==> config.mk <==
export PLATFORM = sky130hd
export DESIGN_NAME = nibble_serial_addsub
export DESIGN_NICKNAME = d
export VERILOG_FILES = /design/src/rtl/addsub_pkg.sv /design/src/rtl/nibble_addsub_slice.sv /design/src/rtl/nibble_serial_addsub.sv
export SDC_FILE = /design/constraint.sdc
export NUM_CORES = 1
export LEC_CHECK = 0
export CAP_MARGIN = 10
export CORE_ASPECT_RATIO = 0.5
export CORE_MARGIN = 5
export CORE_UTILIZATION = 50
export DETAILED_ROUTE_END_ITERATION = 16
export HOLD_SLACK_MARGIN = 0.05
export PLACE_DENSITY = 0.84
export REMOVE_ABC_BUFFERS = 1
export SLEW_MARGIN = 30
export SYNTH_ARGS = -nofsm -noshare
export SYNTH_HDL_FRONTEND = slang
export SYNTH_SLANG_ARGS = --single-unit
==> constraint.sdc <==
create_clock -name clk -period 7.9 [get_ports clk]
set_input_delay 0.79 -clock clk [delete_from_list [all_inputs] [get_ports clk]]
set_output_delay 0.79 -clock clk [all_outputs]
set_load 0.02 [all_outputs]
==> src/rtl/addsub_pkg.sv <==
`default_nettype none
// +--------------------------------------------------------------------+
// | addsub_pkg : shared types and constants for the nibble add/sub    |
// | Revision   : 1.0                                                  |
// +--------------------------------------------------------------------+
package addsub_pkg;

  localparam int NIB_W = 4;

  localparam logic MODE_ADD = 1'b0;
  localparam logic MODE_SUB = 1'b1;

  typedef enum logic [1:0] {
    IDLE = 2'd0,
    RUN  = 2'd1,
    DONE = 2'd2
  } state_t;

endpackage
`default_nettype wire

==> src/rtl/nibble_addsub_slice.sv <==
`default_nettype none
// +--------------------------------------------------------------------+
// | nibble_addsub_slice : combinational 4-bit add/sub slice           |
// | Revision            : 1.0                                         |
// +--------------------------------------------------------------------+
module nibble_addsub_slice
  import addsub_pkg::*;
(
  input  logic [NIB_W-1:0] a,
  input  logic [NIB_W-1:0] b,
  input  logic             mode,
  input  logic             cin,
  output logic [NIB_W-1:0] sum,
  output logic             cout,
  output logic             c3
);

  logic [NIB_W-1:0] w_bx;
  logic [NIB_W-1:0] w_low;
  logic [1:0]       w_top;

  assign w_bx = b ^ {NIB_W{mode == MODE_SUB}};

  // Split at bit 3 so the carry into the MSB is visible for overflow.
  assign w_low = {1'b0, a[2:0]} + {1'b0, w_bx[2:0]} + {3'b000, cin};
  assign c3    = w_low[3];
  assign w_top = {1'b0, a[3]} + {1'b0, w_bx[3]} + {1'b0, c3};

  assign sum  = {w_top[0], w_low[2:0]};
  assign cout = w_top[1];

endmodule
`default_nettype wire

==> src/rtl/nibble_serial_addsub.sv <==
`default_nettype none
// +--------------------------------------------------------------------+
// | nibble_serial_addsub : multi-precision add/sub, one nibble/clock  |
// | Revision             : 1.0                                        |
// +--------------------------------------------------------------------+
module nibble_serial_addsub
  import addsub_pkg::*;
#(
  parameter int NIBBLES = 4
)
(
  input  logic                     clk,
  input  logic                     rst_n,
  input  logic                     start_valid,
  output logic                     start_ready,
  input  logic [NIB_W*NIBBLES-1:0] op_a,
  input  logic [NIB_W*NIBBLES-1:0] op_b,
  input  logic                     mode,
  output logic                     res_valid,
  input  logic                     res_ready,
  output logic [NIB_W*NIBBLES-1:0] result,
  output logic                     carry_out,
  output logic                     overflow,
  output logic                     zero
);

  localparam int W     = NIB_W * NIBBLES;
  localparam int IDX_W = (NIBBLES > 1) ? $clog2(NIBBLES) : 1;
  localparam logic [IDX_W-1:0] c_last_idx = IDX_W'(NIBBLES - 1);

  state_t           r_state;
  logic [W-1:0]     r_a;
  logic [W-1:0]     r_b;
  logic             r_mode;
  logic             r_carry;
  logic [IDX_W-1:0] r_idx;

  logic [NIB_W-1:0] w_sum;
  logic             w_cout;
  logic             w_c3;
  logic [W-1:0]     w_result_next;

  // Operand registers shift right each RUN cycle, so the active nibble is always at the bottom.
  nibble_addsub_slice u_slice (
    .a    (r_a[NIB_W-1:0]),
    .b    (r_b[NIB_W-1:0]),
    .mode (r_mode),
    .cin  (r_carry),
    .sum  (w_sum),
    .cout (w_cout),
    .c3   (w_c3)
  );

  always_comb begin
    w_result_next = result;
    for (int i = 0; i < NIBBLES; i++) begin
      if (r_idx == IDX_W'(i)) begin
        w_result_next[i*NIB_W +: NIB_W] = w_sum;
      end
    end
  end

  always_ff @(posedge clk or negedge rst_n) begin
    if (!rst_n) begin
      r_state     <= IDLE;
      start_ready <= 1'b1;
      res_valid   <= 1'b0;
      result      <= '0;
      carry_out   <= 1'b0;
      overflow    <= 1'b0;
      zero        <= 1'b0;
      r_a         <= '0;
      r_b         <= '0;
      r_mode      <= 1'b0;
      r_carry     <= 1'b0;
      r_idx       <= '0;
    end else begin
      case (r_state)
        IDLE: begin
          if (start_valid) begin
            r_a         <= op_a;
            r_b         <= op_b;
            r_mode      <= mode;
            r_carry     <= mode;
            r_idx       <= '0;
            start_ready <= 1'b0;
            r_state     <= RUN;
          end
        end
        RUN: begin
          r_a     <= r_a >> NIB_W;
          r_b     <= r_b >> NIB_W;
          result  <= w_result_next;
          r_carry <= w_cout;
          r_idx   <= r_idx + IDX_W'(1);
          if (r_idx == c_last_idx) begin
            carry_out <= w_cout;
            overflow  <= w_c3 ^ w_cout;
            zero      <= (w_result_next == '0);
            res_valid <= 1'b1;
            r_state   <= DONE;
          end
        end
        DONE: begin
          if (res_ready) begin
            res_valid   <= 1'b0;
            start_ready <= 1'b1;
            r_state     <= IDLE;
          end
        end
        default: begin
          r_state <= IDLE;
        end
      endcase
    end
  end

endmodule
`default_nettype wire

---- Yosys cells after proc, flatten, opt, wreduce, memory -nomap -nowiden ----
Index checks and enable logic that the tools add are counted.
cells by class
  eq/ne operators ......................... 8
  muxes and demuxes ....................... 22
  add/sub/neg operators ................... 5
  reduce and logical (&&, ||, !) cells .... 12
  bitwise operators ....................... 2
operators with widths
  operator               number
  $pmux W16 S2           2
  $mux W16               2
  $logic_not A16 Y1      1
  $mux W4                4
  $reduce_and A3 Y1      3
  $mux W2                4
  $eq A2 B2 Y1 const B   3
  $ne A2 B2 Y1 const B   3
  $pmux W1 S2            3
  $pmux W2 S3            1
  $reduce_and A2 Y1      3
  $reduce_bool A2 Y1     3
  $mux W1                5
  $add A3 B3 Y4          1
  $add A4 B1 Y4          1
  $eq A2 B1 Y1 const B   2
  $logic_not A2 Y1       2
  $pmux W2 S2            1
  $xor A4 B4 Y4          1
  $add A1 B1 Y2          1
  $add A2 B1 Y2          1
  $add A2 B1 Y2 const B  1
  $xor A1 B1 Y1          1
storage, ports and cells
  logic and storage cells ................. 61
  register bits ........................... 59
  input bits .............................. 37
  output and inout port bits .............. 21

---- Logic depth before layout (Yosys ltp) ----
  depth after elaboration ................. 6
  mapped depth ............................ 10
  depth with buffers taken out ............ 9

---- Hierarchy ----
From an unflattened synthesis, not the netlist that was laid out.
second synthesis, totals
  cells, all modules ...................... 248
  area total of the unflattened synthesis .. 2746.4 µm²
by module, submodules not included
  module                area an instance (µm²)  instances  cells an instance  sequential area each (µm²)
  nibble_serial_addsub  2603.7                  1          235                1477.7
  nibble_addsub_slice   142.6                   1          13                 0.0

---- Worst setup path after synthesis ----
No wires, ideal clock.
  kind .................................... flip-flop to flip-flop
  start ................................... register r_mode
  end ..................................... register zero
  arrival time ............................ 2.887 ns
  setup slack ............................. 4.921 ns
  clock period less this slack ............ 2.979 ns
  required time ........................... 7.808 ns
  library setup time ...................... 0.092 ns
  path buffers ............................ 1
  stages on the path, launching flop included .. 11
  path through ............................ dfrtp_1 -> clkbuf_1 -> xor2_1 -> fa_1 -> a21o_1 -> a21o_1 -> fa_1 -> nor2_1 -> a21oi_1 -> or4_1 -> o31ai_2
on the way
  word-level cells in the longest chain between the ends .. 6
  elaborated cells on any way between the ends .. 10
  classes of those cells .................. 4 x add/sub; 4 x mux; 1 x bitwise; 1 x reduce/logical
ends and longest elaborated chain
  item                    line                        source
  from (decl)             nibble_serial_addsub.sv:34  logic r_mode;
  from (signal assigned)  nibble_serial_addsub.sv:83  r_mode <= mode;
  $xor A4 B4 Y4 (*)       nibble_addsub_slice.sv:22   assign w_bx = b ^ {NIB_W{mode == MODE_SUB}};
  $add A3 B3 Y4           nibble_addsub_slice.sv:25   assign w_low = {1'b0, a[2:0]} + {1'b0, w_bx[2:0]} + {3'b000, cin};
  $add A4 B1 Y4           nibble_addsub_slice.sv:25
  $add A2 B1 Y2           nibble_addsub_slice.sv:27   assign w_top = {1'b0, a[3]} + {1'b0, w_bx[3]} + {1'b0, c3};
  $mux W4                 nibble_serial_addsub.sv:57  if (r_idx == IDX_W'(i)) begin
  $logic_not A16 Y1 (*)   nibble_serial_addsub.sv:99  zero <= (w_result_next == '0);
  to (signal assigned)    nibble_serial_addsub.sv:99
  to (decl)               nibble_serial_addsub.sv:24  output logic zero
Mark *: on every way between the ends. The rest lies on a longest branch, timed or not.
A chain may end at the register's enable or synchronous reset.

---- Worst setup path after layout ----
Same ends and word-level chain as after synthesis.

==> results <==
- The cell sitting at the root of the clock tree is a sky130_fd_sc_hd__clkbuf_8.
- Compared with the post-synthesis result, the final layout area differs by 30.8%.
- Across the run, the number of max-cap violations was 0.
- The global-route wire length before repair is 10,200 µm.
- The count of distinct cell types in the synthesized netlist is 27.
- The largest buffer count on any clock path is 2.
- The average wire length per cell after detail routing is 14.6 µm.
- The worst setup path is launched from a flop.
- The clock tree from TritonCTS is yes.
- The via density per instance is 5.34.
- The post-route fraction of the period consumed by the critical path is 39.2%.
- The area of all placed cells without fillers is 0.00354 mm².
- For this run, asynchronously set or reset flops after synthesis account for 100%.
- The actual transition at the worst max-transition pin is 724 ps.
- The number of buffers inserted by post-CTS setup repair is 0.
- The worst setup path is captured at a flop.
- The flow ran to the end, and the final reports show no timing, DRC or antenna violations.
- The critical path's slowest cell is sky130_fd_sc_hd__fa_1.
- The number of antenna violations at the first check in global routing is 0.
- The worst setup skew after layout is 7.16 ps.
- The number of global-route vias before repair is 2,177.
- The clock-pin slew on the worst setup and hold paths is 70 ps.
- The part of the power in registers is 32.0%.
- The final HPWL from detailed placement is 4080 µm.
- The first routing iteration left 190 violations.
- From bottom edge to top edge, the die measures 62.0 µm.
- The final-report setup violation count is 0.
- In the synthesized netlist the dominant register cell turns out to be sky130_fd_sc_hd__dfrtp_1.
- The fraction of power consumed by combinational cells is 51.7%.
- After synthesis the netlist holds a flip-flop and latch count of 59.
- The sequential cells in the finished layout cover a total of 0.00148 mm².
- By area the synthesized netlist is led by sky130_fd_sc_hd__dfrtp_1 54%, sky130_fd_sc_hd__nand2_1 11%, sky130_fd_sc_hd__a31oi_1 5.8%.
- Once placement finished, the instance area stood at 0.00333 mm².
- Walking the worst path, the cells encountered are xor2_1 -> fa_1 -> a21o_1 -> a21o_1 -> fa_1 -> nor2_1 -> o2111ai_1 -> or4_1 -> o31ai_2.
- The count of boundary I/O pins is 58.
- The routed metal-1 wire length is 2650 µm.
- The share of total power in the clock network is 16.3%.
- For this design the ratio of total power to cell area is 499 mW/mm².
- The DRC violations left is 0.
- In the synthesized netlist, the cells that appear most often are 81 x sky130_fd_sc_hd__nand2_1, 58 x sky130_fd_sc_hd__dfrtp_1, 32 x sky130_fd_sc_hd__nor2_1.
- The gate count after technology mapping is 284.
- For this run, the total global-route usage over all layers was measured as 18.9%.
- The standard cell core area is 0.00509 mm².
- The total overflow left after global routing is 0.
- Once the floorplan was initialized, standard cells occupied 53.2% of the core.
- At the placement stage, the worst setup path has a slack of 4830 ps.
- Counting every sink on the clock net gives 59.
- The data required time at the worst endpoint is 8150 ps.
- The number of nets still failing antenna checks after routing is 0.
- The fraction of the yosys area taken by sequential cells is 54.6%.
- The amount of wire on met3 after detailed routing is 345 µm.
- The floorplan step defined a die boundary enclosing 0.00708 mm².
- The fraction of layout cells with a size suffix above 1 is 10.7%.
- The total detailed-routing wirelength is 6070 µm.
- Summing over every cut layer, the via total after detailed routing is 2,215.
- Dividing the synthesized area by the synthesized cell count gives 9.53 µm².
- At the worst endpoint, the arrival time is 3350 ps.
- The Yosys step of the flow raised 0 warnings.
- The number of enable flip-flop cells after synthesis is 0.
- Entering global routing, the biggest net connects 61 pins.
- Cell internal power was estimated by the tool at 1030 µW.
- The top-area cell type share of the netlist area is 53.6%.
- The routed wire length on met2 is 3030 µm.
- The repair_antennas step left the layout with diodes totalling 0.
- The leakage power summed over all cells is 0.00160 µW.
- The number of hold violations in the final report came to 0.
- At the end of routability-driven placement, the weighted congestion stood at 0.877.
- Counting I/O delays and the setup requirement, the final critical path takes 3100 ps.
- The final-stage net count is 386.
- The uppermost layer routed is met4.
- IR analysis of the VDD net gives a maximum drop of 0.243 mV.
- The maximum achievable frequency is 323 MHz.
- The kind of critical path is reg -> reg.
- The fill cell instance count of the final layout is 385.
- Setup repair after global routing left no endpoint under its margin.
- Once layout is complete, the utilization of the core stands at 69.6%.
- The library cell with the largest summed area after synthesis is sky130_fd_sc_hd__dfrtp_1.
- In this run the worst hold path is classified as reg -> reg.
- The switching portion of total power is 41.7%.
- The number of placed instances, taps included, is 399.
- Yosys instantiated no cell more often than sky130_fd_sc_hd__nand2_1.
- The total of buffers placed on input and output ports is 57.
- In this run the cell area of the synthesized design comes to 0.00271 mm².
- The first-pass iteration count of the detailed router is 4.
- Excluding fillers, the count of instances in the completed layout stands at 415.
- Headroom to the max-slew limit came out at 51.7%.
- The area used by multi-input combinational logic is 0.00116 mm².
- The post-cts repair resize count is 0.
- The number of clock buffers added by TritonCTS is 9.
- The number of slew-limit violations in the final report is 0.
- The clock network latency to the later pin of the worst-skew pair is 330 ps.
- The net switching power of the design is 738 µW.
- Setup slack closes at 4800 ps.
- The placement row count is 18.
- The H-tree was split into 3 levels.
- The final total negative setup slack is 0 ps.
- The maximum fanout count along the critical path is 6.
- On the worst path, the slowest cell contributes a delay of 560 ps.
- The quantity of hold-fixing buffers added after cts is 0.
- The horizontal die dimension is 114 µm.
-- flip-flops by register name, summed over array words and instances, names as in the netlist --
name         count
r_a             16
r_b             16
result          16
r_idx            2
r_state          2
carry_out        1
overflow         1
r_carry          1
r_mode           1
res_valid        1
start_ready      1
zero             1
-- metrics by stage --
step | total power (µW) | hold WS [ps]
after floorplan | 1170 | 467
after global placement | 1430 | 469
after detailed placement | 1470 | 485
after CTS | 1770 | 500
after global routing | 1910 | 534
final | 1770 | 486
-- final cells by class --
| type | count | share of cell area, % |
|---|---|---|
| clock buffers | 10 | 3.60 |
| flip-flops and latches | 59 | 41.7 |
| inverters | 5 | 0.530 |
| well taps | 70 | 2.47 |
| multi-input cells | 205 | 32.8 |
| repair buffers | 60 | 16.6 |
| clock inverters | 6 | 2.26 |
-- final timing paths --
check	from	to	slack (ps)	depth (start not counted)
min in group asynchronous	rst_n	r_b[14]$_DFFE_PN0P_	590	2
max in group asynchronous	rst_n	r_b[1]$_DFFE_PN0P_	6820	2
min	result[14]$_DFFE_PN0P_	result[14]$_DFFE_PN0P_	490	2
max reg2reg	r_mode$_DFFE_PN0P_	zero$_DFFE_PN0P_	4800	9
min reg2reg	result[14]$_DFFE_PN0P_	result[14]$_DFFE_PN0P_	490	2
max	r_mode$_DFFE_PN0P_	zero$_DFFE_PN0P_	4800	9
-- power groups by stage --
stage / combinational [µW] / sequential [µW] / clock [µW]
finish: 914 / 565 / 289
global route: 1020 / 584 / 308
CTS: 916 / 564 / 294
detailed placement: 908 / 566 / 0
global placement: 873 / 554 / 0
floorplan: 572 / 602 / 0
-- worst max-delay path: cells and delay by family, from the launching register on --
| family | cells | cell delay (ps) |
|---|---|---|
| and+or+nand+nor | 2 | 680 |
| AOI/OAI and AO/OA | 4 | 700 |
| DFF | 1 | 460 |
| adders and majority gates | 2 | 980 |
| xor gates and xnor gates | 1 | 200 |
-- cell families (layout without fill, tap and decap cells) --
logic type | count (synthesis) | after routing | synth area share, %
AO/OA/AOI/OAI | 45 | 45 | 10.5
XOR/XNOR | 6 | 6 | 2.22
adder cells (fa/ha/maj) | 9 | 9 | 4.99
buffers and inverters | 20 | 81 | 2.91
flip-flops | 59 | 59 | 54.6
multiplexers | 13 | 13 | 5.41
AND/OR/NAND/NOR | 132 | 132 | 19.4
-- cells in the final DEF (no fill, tap or decap), drive strengths merged, types with 3 or more instances in the layout --
cell type,instances
o21ai,7
fa,3
clkinv,4
nand3,12
xor2,4
nor2,32
a21oi,5
clkdlybuf4s50,56
buf,4
mux2,13
nand2,81
nor3,3
a31oi,25
inv,5
ha,6
dfrtp,58
clkbuf,10
o31ai,4
-- metal layers --
layer	vias to the layer above	GRT usage, %
met4	0	6.09
li1	1068	-
met3	7	6.00
met2	68	32.4
met1	1072	23.5
met5	-	0
Power figures use the tool's default switching activity.
